[config.mk]
export PLATFORM = sky130hd
export DESIGN_NAME = vram_text_writer_flat
export DESIGN_NICKNAME = d
export VERILOG_FILES = /design/src/rtl/vram_text_writer_if.sv /design/src/rtl/vram_text_writer.sv /design/src/flat_wrapper.sv
export SDC_FILE = /design/constraint.sdc
export NUM_CORES = 1
export LEC_CHECK = 0
export ABC_AREA = 1
export ABC_CLOCK_PERIOD_IN_PS = 4750
export BUFFER_PORTS_ARGS = -buffer_cell sky130_fd_sc_hd__buf_2
export CELL_PAD_IN_SITES_DETAIL_PLACEMENT = 1
export CELL_PAD_IN_SITES_GLOBAL_PLACEMENT = 1
export CORE_AREA = 2 2 104 106
export CTS_CLUSTER_DIAMETER = 60
export DETAILED_ROUTE_END_ITERATION = 10
export DIE_AREA = 0 0 106 108
export PLACE_DENSITY = 0.93
export SKIP_LAST_GASP = 1
export SYNTH_ARGS = -nofsm -noshare
export SYNTH_HDL_FRONTEND = slang
export SYNTH_SLANG_ARGS = --single-unit
export TNS_END_PERCENT = 5
[constraint.sdc]
create_clock -name clk -period 4.75 [get_ports clk]
set_input_delay 0.2375 -clock clk [delete_from_list [all_inputs] [get_ports clk]]
set_output_delay 0.2375 -clock clk [all_outputs]
set_load 0.05 [all_outputs]
[src/rtl/vram_text_writer_if.sv]
// Request and VRAM-port signal bundle for vram_text_writer.
// The keyboard side drives data_in/ascii; everything else is produced by the writer.
interface vram_text_writer_if #(
    parameter int ADDR_W = 11,
    parameter int DATA_W = 8
) ();
    logic              data_in;
    logic [DATA_W-1:0] ascii;
    logic              wea;
    logic [ADDR_W-1:0] VAddr;
    logic [DATA_W-1:0] VData;
    logic              done;
    logic [ADDR_W-1:0] cursor;
    logic              err;

    modport master (
        output data_in, ascii,
        input  wea, VAddr, VData, done, cursor, err
    );

    modport slave (
        input  data_in, ascii,
        output wea, VAddr, VData, done, cursor, err
    );
endinterface

[src/rtl/vram_text_writer.sv]
// Text-entry engine: turns ASCII requests into 3-phase VRAM writes inside a
// rectangular window, tracking a cursor with row/col counters. Falling-edge clocked.
module vram_text_writer #(
    parameter int              ADDR_W    = 11,
    parameter int              DATA_W    = 8,
    parameter int              BASE_ADDR = 120,
    parameter int              COLS      = 40,
    parameter int              LINES     = 8,
    parameter logic [DATA_W-1:0] FILL    = '0
) (
    input  logic             clk,
    input  logic             rst,
    vram_text_writer_if.slave bus
);

    localparam int N     = COLS * LINES;
    localparam int COL_W = (COLS > 1) ? $clog2(COLS) : 1;
    localparam int ROW_W = $clog2(LINES + 1);
    localparam int K_W   = (N > 1) ? $clog2(N) : 1;

    localparam logic [ADDR_W-1:0] BASE     = ADDR_W'(BASE_ADDR);
    localparam logic [ADDR_W-1:0] ADDR_ONE = ADDR_W'(1);
    localparam logic [ADDR_W-1:0] COLS_A   = ADDR_W'(COLS);
    localparam logic [COL_W-1:0]  COL_LAST = COL_W'(COLS - 1);
    localparam logic [COL_W-1:0]  COL_ONE  = COL_W'(1);
    localparam logic [ROW_W-1:0]  ROW_FULL = ROW_W'(LINES);
    localparam logic [ROW_W-1:0]  ROW_ONE  = ROW_W'(1);
    localparam logic [K_W-1:0]    K_LAST   = K_W'(N - 1);
    localparam logic [K_W-1:0]    K_ONE    = K_W'(1);

    localparam logic [DATA_W-1:0] CH_BS    = DATA_W'(8'h08);
    localparam logic [DATA_W-1:0] CH_FF    = DATA_W'(8'h0C);
    localparam logic [DATA_W-1:0] CH_CR    = DATA_W'(8'h0D);
    localparam logic [DATA_W-1:0] CH_SP    = DATA_W'(8'h20);
    localparam logic [DATA_W-1:0] CH_TILDE = DATA_W'(8'h7E);

    typedef enum logic [2:0] {
        S_IDLE,
        S_SETUP,
        S_STROBE,
        S_HOLD,
        S_FIN
    } state_t;

    typedef enum logic [2:0] {
        OP_NONE,
        OP_PRINT,
        OP_BS,
        OP_CR,
        OP_CLR
    } op_t;

    state_t            state_q, state_n;
    op_t               op_q, op_n;
    logic [K_W-1:0]    k_q, k_n;
    logic [ADDR_W-1:0] vaddr_q, vaddr_n;
    logic [DATA_W-1:0] vdata_q, vdata_n;
    logic [ADDR_W-1:0] cursor_q, cursor_n;
    logic [COL_W-1:0]  col_q, col_n;
    logic [ROW_W-1:0]  row_q, row_n;
    logic              done_q, done_n;
    logic              err_q, err_n;
    logic              wea_q, wea_n;

    logic full;
    logic printable;

    // The window is full exactly when the row counter has stepped past the last line.
    assign full      = (row_q == ROW_FULL);
    assign printable = (bus.ascii >= CH_SP) && (bus.ascii <= CH_TILDE);

    always_comb begin
        // NOTE: every signal gets a default first so no path leaves it unassigned (no latches).
        state_n  = state_q;
        op_n     = op_q;
        k_n      = k_q;
        vaddr_n  = vaddr_q;
        vdata_n  = vdata_q;
        cursor_n = cursor_q;
        col_n    = col_q;
        row_n    = row_q;
        done_n   = done_q;
        err_n    = 1'b0;
        wea_n    = 1'b0;

        case (state_q)
            S_IDLE: begin
                if (bus.data_in) begin
                    done_n = 1'b0;
                    if (printable) begin
                        if (!full) begin
                            vaddr_n = cursor_q;
                            vdata_n = bus.ascii;
                            op_n    = OP_PRINT;
                            state_n = S_SETUP;
                        end else begin
                            err_n   = 1'b1;
                            op_n    = OP_NONE;
                            state_n = S_FIN;
                        end
                    end else if (bus.ascii == CH_BS) begin
                        if (cursor_q != BASE) begin
                            vaddr_n = cursor_q - ADDR_ONE;
                            vdata_n = FILL;
                            op_n    = OP_BS;
                            state_n = S_SETUP;
                        end else begin
                            op_n    = OP_NONE;
                            state_n = S_FIN;
                        end
                    end else if (bus.ascii == CH_CR) begin
                        op_n    = OP_CR;
                        state_n = S_FIN;
                    end else if (bus.ascii == CH_FF) begin
                        k_n     = '0;
                        vaddr_n = BASE;
                        vdata_n = FILL;
                        op_n    = OP_CLR;
                        state_n = S_SETUP;
                    end else begin
                        op_n    = OP_NONE;
                        state_n = S_FIN;
                    end
                end
            end

            // wea is registered, so it is requested one state ahead of STROBE.
            S_SETUP: begin
                wea_n   = 1'b1;
                state_n = S_STROBE;
            end

            S_STROBE: begin
                state_n = S_HOLD;
            end

            S_HOLD: begin
                state_n = S_IDLE;
                done_n  = 1'b1;
                case (op_q)
                    OP_PRINT: begin
                        cursor_n = cursor_q + ADDR_ONE;
                        if (col_q == COL_LAST) begin
                            col_n = '0;
                            row_n = row_q + ROW_ONE;
                        end else begin
                            col_n = col_q + COL_ONE;
                        end
                    end
                    OP_BS: begin
                        cursor_n = cursor_q - ADDR_ONE;
                        if (col_q == '0) begin
                            col_n = COL_LAST;
                            row_n = row_q - ROW_ONE;
                        end else begin
                            col_n = col_q - COL_ONE;
                        end
                    end
                    OP_CLR: begin
                        if (k_q != K_LAST) begin
                            k_n     = k_q + K_ONE;
                            vaddr_n = vaddr_q + ADDR_ONE;
                            state_n = S_SETUP;
                            done_n  = 1'b0;
                        end else begin
                            cursor_n = BASE;
                            col_n    = '0;
                            row_n    = '0;
                        end
                    end
                    default: ;
                endcase
            end

            S_FIN: begin
                // Carriage return jumps by the cells left on this line; a full window stays put.
                if (op_q == OP_CR && !full) begin
                    cursor_n = cursor_q + COLS_A - ADDR_W'(col_q);
                    row_n    = row_q + ROW_ONE;
                    col_n    = '0;
                end
                done_n  = 1'b1;
                state_n = S_IDLE;
            end

            default: begin
                state_n = S_IDLE;
                done_n  = 1'b1;
            end
        endcase
    end

    always_ff @(negedge clk or negedge rst) begin
        if (!rst) begin
            state_q  <= S_IDLE;
            op_q     <= OP_NONE;
            k_q      <= '0;
            vaddr_q  <= BASE;
            vdata_q  <= '0;
            cursor_q <= BASE;
            col_q    <= '0;
            row_q    <= '0;
            done_q   <= 1'b1;
            err_q    <= 1'b0;
            wea_q    <= 1'b0;
        end else begin
            // NOTE: non-blocking assignments so every register samples pre-edge values.
            state_q  <= state_n;
            op_q     <= op_n;
            k_q      <= k_n;
            vaddr_q  <= vaddr_n;
            vdata_q  <= vdata_n;
            cursor_q <= cursor_n;
            col_q    <= col_n;
            row_q    <= row_n;
            done_q   <= done_n;
            err_q    <= err_n;
            wea_q    <= wea_n;
        end
    end

    assign bus.wea    = wea_q;
    assign bus.VAddr  = vaddr_q;
    assign bus.VData  = vdata_q;
    assign bus.done   = done_q;
    assign bus.cursor = cursor_q;
    assign bus.err    = err_q;

endmodule

[src/flat_wrapper.sv]
// flat-port wrapper written by rule: the top's interface ports become plain ports
module vram_text_writer_flat 
#(
    parameter int              ADDR_W    = 11,
    parameter int              DATA_W    = 8,
    parameter int              BASE_ADDR = 120,
    parameter int              COLS      = 40,
    parameter int              LINES     = 8,
    parameter logic [DATA_W-1:0] FILL    = '0
)
  (clk, rst, bus_data_in, bus_ascii, bus_wea, bus_VAddr, bus_VData, bus_done, bus_cursor, bus_err);
  vram_text_writer_if #(.ADDR_W(ADDR_W), .DATA_W(DATA_W)) bus_i ();
  input  logic clk;
  input  logic rst;
  input wire logic [$bits(bus_i.data_in)-1:0] bus_data_in;
  input wire logic [$bits(bus_i.ascii)-1:0] bus_ascii;
  output wire logic [$bits(bus_i.wea)-1:0] bus_wea;
  output wire logic [$bits(bus_i.VAddr)-1:0] bus_VAddr;
  output wire logic [$bits(bus_i.VData)-1:0] bus_VData;
  output wire logic [$bits(bus_i.done)-1:0] bus_done;
  output wire logic [$bits(bus_i.cursor)-1:0] bus_cursor;
  output wire logic [$bits(bus_i.err)-1:0] bus_err;
  assign bus_i.data_in = bus_data_in;
  assign bus_i.ascii = bus_ascii;
  assign bus_wea = bus_i.wea;
  assign bus_VAddr = bus_i.VAddr;
  assign bus_VData = bus_i.VData;
  assign bus_done = bus_i.done;
  assign bus_cursor = bus_i.cursor;
  assign bus_err = bus_i.err;
  vram_text_writer #(.ADDR_W(ADDR_W), .DATA_W(DATA_W), .BASE_ADDR(BASE_ADDR), .COLS(COLS), .LINES(LINES), .FILL(FILL)) u_core (.clk(clk), .rst(rst), .bus(bus_i));
endmodule
# Word-level counts from Yosys, hierarchy flattened
# Index checks and enable logic that the tools add are counted.
# op_classes
n_lt_le_gt_ge	2
multipliers	0
eq_ne	34
div_mod_pow	0
n_reduce_logical	16
add_sub_neg	10
n_mux	65
bitwise_logic	1
n_shift	0
# ops
op	count
11-bit 2-to-1 mux	11
9-bit 2-to-1 mux	7
8-bit 2-to-1 mux	6
11-bit case mux with 2 select lines	2
3-bit 2-to-1 mux	12
11-bit case mux with 3 select lines	1
8-bit by 4-bit == test with 1-bit output (second input constant)	3
6-bit 2-to-1 mux	4
11-bit by 1-bit adder with 11-bit output (second input constant)	2
6-bit case mux with 3 select lines	1
9-bit case mux with 2 select lines	1
4-bit 2-to-1 mux	4
8-bit AND reduction	2
3-bit by 2-bit == test with 1-bit output (second input constant)	4
3-bit case mux with 4 select lines	1
4-bit case mux with 3 select lines	1
6-bit case mux with 2 select lines	1
6-bit AND reduction	2
11-bit by 6-bit adder with 11-bit output (second input constant)	1
11-bit by 7-bit inequality test with 1-bit output (second input constant)	1
11-bit by 1-bit subtractor with 11-bit output (second input constant)	1
11-bit by 6-bit subtractor with 11-bit output	1
1-bit 2-to-1 mux	10
2-bit inequality test (second input constant)	5
other kinds (32)	44
# totals
out_inout_bits	33
word_cells	139
mem_bits_ro	0
ram_bits	0
n_memories	0
latchBits	0
in_bits	11
ff_bits	58

# Depth between registers and ports, before layout
# depth
ltp_word	7
depth_mapped	16

==> run_summary.xml <==
<?xml version="1.0" encoding="UTF-8"?>
<metrics>
  <group name="run_status">
    <metric name="result_of_the_run" unit="">finished clean</metric>
  </group>
  <group name="drt">
    <metric name="routed_via_density" unit="">5.632</metric>
    <metric name="number_of_design_rule_violations_left_after_detail_routing" unit="">0</metric>
    <metric name="detail_route.first_pass.iterations" unit="">5</metric>
    <metric name="via_count" unit="">5063</metric>
    <metric name="drt_iter0_drc" unit="">201</metric>
    <metric name="wl_per_cell" unit="um">16.81</metric>
    <metric name="final_ant_viol_nets" unit="">0</metric>
    <metric name="detail_route.wirelength" unit="mm">15.11</metric>
  </group>
  <group name="clocking">
    <metric name="post_cts.resized_instances" unit="">0</metric>
    <metric name="buffer_count_from_post_cts_setup_fixing" unit="">0</metric>
    <metric name="cts_inserted_buffers" unit="">9</metric>
    <metric name="clkTransAtPathRegs" unit="ps">50</metric>
    <metric name="clockBufferDepth" unit="">2</metric>
    <metric name="cts.root.buffer_cell" unit="">sky130_fd_sc_hd__clkbuf_8</metric>
    <metric name="clock-sinks" unit="">58</metric>
    <metric name="cts_htree_levels" unit="">3</metric>
    <metric name="clkLatencyLatePin" unit="ps">400</metric>
    <metric name="tritoncts" unit="">built</metric>
    <metric name="postCtsHoldBufs" unit="">0</metric>
  </group>
  <group name="synth">
    <metric name="ys_seq_elements" unit="">58</metric>
    <metric name="synth_ff_type" unit="">sky130_fd_sc_hd__dfrtn_1</metric>
    <metric name="synth-edff-count" unit="">0</metric>
    <metric name="synth_area" unit="um^2">4786</metric>
    <metric name="synth.yosys.seq_area_share" unit="%">30.56</metric>
    <metric name="post_synth_inst_count" unit="">706</metric>
    <metric name="avgSynthCellArea" unit="um^2">6.779</metric>
    <metric name="syn-num-nets" unit="">749</metric>
    <metric name="synth-async-reset-ratio" unit="%">100.0</metric>
    <metric name="yosys_warnings" unit="">0</metric>
    <metric name="yosys.cell_types.count" unit="">45</metric>
  </group>
  <group name="timing">
    <metric name="hold_viol_final" unit="">0</metric>
    <metric name="setup_tns_after_final_layout" unit="ps">0</metric>
    <metric name="tightest_slew" unit="ps">924.2</metric>
    <metric name="slew_headroom" unit="%">38.39</metric>
    <metric name="clock-skew-final" unit="ps">72.15</metric>
    <metric name="maxSlewViolCount" unit="">0</metric>
    <metric name="final-setup-viol-count" unit="">0</metric>
    <metric name="rsz0062_at_grt" unit="">false</metric>
  </group>
  <group name="critical_path">
    <metric name="critical_path.n_buffers_inverters" unit="">1</metric>
    <metric name="cp_top_family" unit="">flip-flops</metric>
    <metric name="max_stage_delay" unit="ps">630</metric>
    <metric name="setup.reg_to_reg.worst_slack" unit="ps">2170</metric>
    <metric name="worst_reg_to_reg_path_cell_count" unit="">12</metric>
    <metric name="rr_startpoint" unit="">u_core.bus.cursor[5]$_DFFE_NN1P_</metric>
    <metric name="critPathCaptureType" unit="">output pin</metric>
    <metric name="required_time_of_the_worst_setup_path" unit="ps">4510</metric>
    <metric name="crit_slowest_cell" unit="">sky130_fd_sc_hd__dfstp_2</metric>
    <metric name="reg2reg_to" unit="">u_core.bus.cursor[8]$_DFFE_NN0P_</metric>
    <metric name="crit_path_start_kind" unit="">register</metric>
    <metric name="critical_path.cell_chain" unit="">buf_2</metric>
    <metric name="setup.worst_path.start" unit="">u_core.bus.cursor[5]$_DFFE_NN1P_</metric>
    <metric name="worstPathArrival" unit="ps">3700</metric>
    <metric name="timing.setup.critical_path_class" unit="">register to output pin</metric>
    <metric name="timing.critical_path.fanout_max" unit="">9</metric>
  </group>
  <group name="power_and_ir_drop">
    <metric name="total_power" unit="uW">3814</metric>
    <metric name="powerDensity" unit="nW/um^2">711.9</metric>
    <metric name="power.ir.vdd_worst" unit="mV">0.3930</metric>
    <metric name="static-leakage-power" unit="uW">0.002722</metric>
  </group>
  <group name="floorplanning">
    <metric name="floorplan.die.width" unit="um">106</metric>
    <metric name="initial_utilization" unit="%">46.78</metric>
    <metric name="top_level_ports" unit="">44</metric>
    <metric name="floorplan.die_area" unit="um^2">11450</metric>
    <metric name="num_rows" unit="">37</metric>
    <metric name="floorplan.die.height" unit="um">108</metric>
    <metric name="core_area" unit="um^2">10230</metric>
  </group>
  <group name="cells_and_area">
    <metric name="final_net_count" unit="">801</metric>
    <metric name="antenna_cells" unit="">0</metric>
    <metric name="syn2layout_area_growth" unit="%">11.95</metric>
    <metric name="regArea" unit="um^2">1463</metric>
    <metric name="share_of_layout_cells_above_drive_strength_1" unit="%">14.55</metric>
    <metric name="multiInputGateArea" unit="um^2">2889</metric>
    <metric name="final_util" unit="%">52.37</metric>
    <metric name="fill_cell_instance_count_of_the_final_layout" unit="">1415</metric>
  </group>
  <group name="worst_hold_path">
    <metric name="min_from" unit="">u_core.bus.VData[2]$_DFFE_NN0P_</metric>
    <metric name="worstHoldPathType" unit="">register to register</metric>
    <metric name="hold_depth" unit="">2</metric>
    <metric name="hold_path_end" unit="">u_core.bus.VData[2]$_DFFE_NN0P_</metric>
  </group>
  <group name="placed_design">
    <metric name="dp_hpwl" unit="mm">11.31</metric>
    <metric name="routabilityCongestion" unit="">0.9367</metric>
    <metric name="portBuffers" unit="">43</metric>
  </group>
  <group name="grt">
    <metric name="grt_usage" unit="%">27.95</metric>
    <metric name="grt_pass1_wl" unit="mm">25.58</metric>
    <metric name="first_global_vias" unit="">5302</metric>
    <metric name="grt_antenna_before_repair" unit="">0</metric>
    <metric name="total_gr_overflow" unit="">0</metric>
    <metric name="grt_max_degree" unit="">39</metric>
  </group>
  <group name="flow_run">
    <metric name="max_cap_violations" unit="">0</metric>
  </group>
</metrics>
## cells by family (layout without fill, tap and decap cells)
logic type	Yosys count	after routing	share of synthesized area, %
AOI/OAI and AO/OA	107	107	12.84
xor gates and xnor gates	16	16	2.928
adders and majority gates	32	32	8.523
buffers and inverters	103	160	9.072
DFF	58	58	30.56
and+or+nand+nor	390	390	36.08
## placed cells by master (no fill, tap or decap), types with 2 or more instances in the layout
master,instances
sky130_fd_sc_hd__nand2_1,194
sky130_fd_sc_hd__inv_1,89
sky130_fd_sc_hd__nand3_1,88
sky130_fd_sc_hd__nor2_1,66
sky130_fd_sc_hd__dfrtn_1,49
sky130_fd_sc_hd__o21ai_0,47
sky130_fd_sc_hd__buf_2,43
sky130_fd_sc_hd__ha_1,31
sky130_fd_sc_hd__a21oi_1,25
sky130_fd_sc_hd__xor2_1,14
sky130_fd_sc_hd__o21ai_1,11
sky130_fd_sc_hd__clkbuf_8,11
sky130_fd_sc_hd__nand4_1,10
sky130_fd_sc_hd__dfstp_2,9
sky130_fd_sc_hd__inv_2,6
sky130_fd_sc_hd__nor3_1,6
sky130_fd_sc_hd__nor2_2,5
sky130_fd_sc_hd__nand2_2,4
sky130_fd_sc_hd__nor2_4,4
sky130_fd_sc_hd__or2_2,4
sky130_fd_sc_hd__o21ai_2,4
sky130_fd_sc_hd__o22ai_1,4
sky130_fd_sc_hd__nand2_4,3
sky130_fd_sc_hd__o211ai_1,3
sky130_fd_sc_hd__a21boi_0,3
sky130_fd_sc_hd__buf_4,3
sky130_fd_sc_hd__inv_4,2
sky130_fd_sc_hd__a21oi_2,2
sky130_fd_sc_hd__xnor2_1,2
sky130_fd_sc_hd__nand3b_1,2
## routing by layer
metal,wire [um],share of wire [%],track usage [%]
met1,6479,43,33.77
met2,7774,51,50.88
met3,588,3.9,4.340
met4,267,1.8,9.398
met5,0,0,0
## per-stage QoR
stage	hold WS, ps	cells	worst slack (ps)	cell area (um^2)
3_3_place_gp	428.2	875	745.9	5104
6_report	424.5	899	813.1	5358
4_1_cts	429.6	899	813.4	5358
2_1_floorplan	418.5	706	1013	4786
5_1_grt	463.6	899	779.7	5358
3_5_place_dp	428.0	875	643.5	5104
## worst max-delay path by stage
stage                                      endpoint  slack [ps]  cells past startpoint
CTS                                   bus_cursor[5]         810                      1
floorplan           u_core.bus.VAddr[8]$_DFFE_NN0P_        1010                      8
finish                                bus_cursor[5]         810                      1
global placement    u_core.bus.VAddr[9]$_DFFE_NN0P_         750                     10
detailed placement  u_core.bus.VData[4]$_DFFE_NN0P_         640                     10
global route                          bus_cursor[4]         780                      1
## cell usage after synthesis (5+ instances only)
library cell,count,area share (%)
sky130_fd_sc_hd__nand2_1,194,15
sky130_fd_sc_hd__nand3_1,88,9.2
sky130_fd_sc_hd__inv_1,81,6.4
sky130_fd_sc_hd__nor2_1,66,5.2
sky130_fd_sc_hd__dfrtn_1,49,26
sky130_fd_sc_hd__o21ai_0,47,4.9
sky130_fd_sc_hd__ha_1,31,8.1
sky130_fd_sc_hd__a21oi_1,25,2.6
sky130_fd_sc_hd__xor2_1,14,2.6
sky130_fd_sc_hd__o21ai_1,11,1.2
sky130_fd_sc_hd__nand4_1,10,1.3
sky130_fd_sc_hd__dfstp_2,9,4.9
sky130_fd_sc_hd__buf_2,6,0.63
sky130_fd_sc_hd__inv_2,6,0.47
sky130_fd_sc_hd__nor3_1,6,0.63
sky130_fd_sc_hd__nor2_2,5,0.65
## power by group
group / total [uW] / leakage (uW) / internal [uW] / switching, uW
Sequential: 931 / 0.000744 / 702 / 229
Clock: 557 / 0.000159 / 313 / 244
Combinational: 2330 / 0.00182 / 672 / 1650
Total: 3810 / 0.00272 / 1690 / 2130
## cell type report
cell class	instances	area share (%)
Tap cell	136	3.176
Clock inverter	12	1.448
Multi-Input combinational cell	545	53.92
Inverter	89	6.352
Clock buffer	13	3.363
Timing Repair Buffer	46	4.437
Sequential cell	58	27.30
## flip-flops by register name, summed over array words and instances, names as in the netlist, 3 cells and up
signal / count
u_core.bus.cursor: 11
u_core.bus.VData: 8
u_core.op_q: 3
u_core.state_q: 3
u_core.bus.VAddr: 11
u_core.row_q: 4
u_core.col_q: 6
u_core.k_q: 9
No activity file was read; power rests on OpenSTA's default activity.
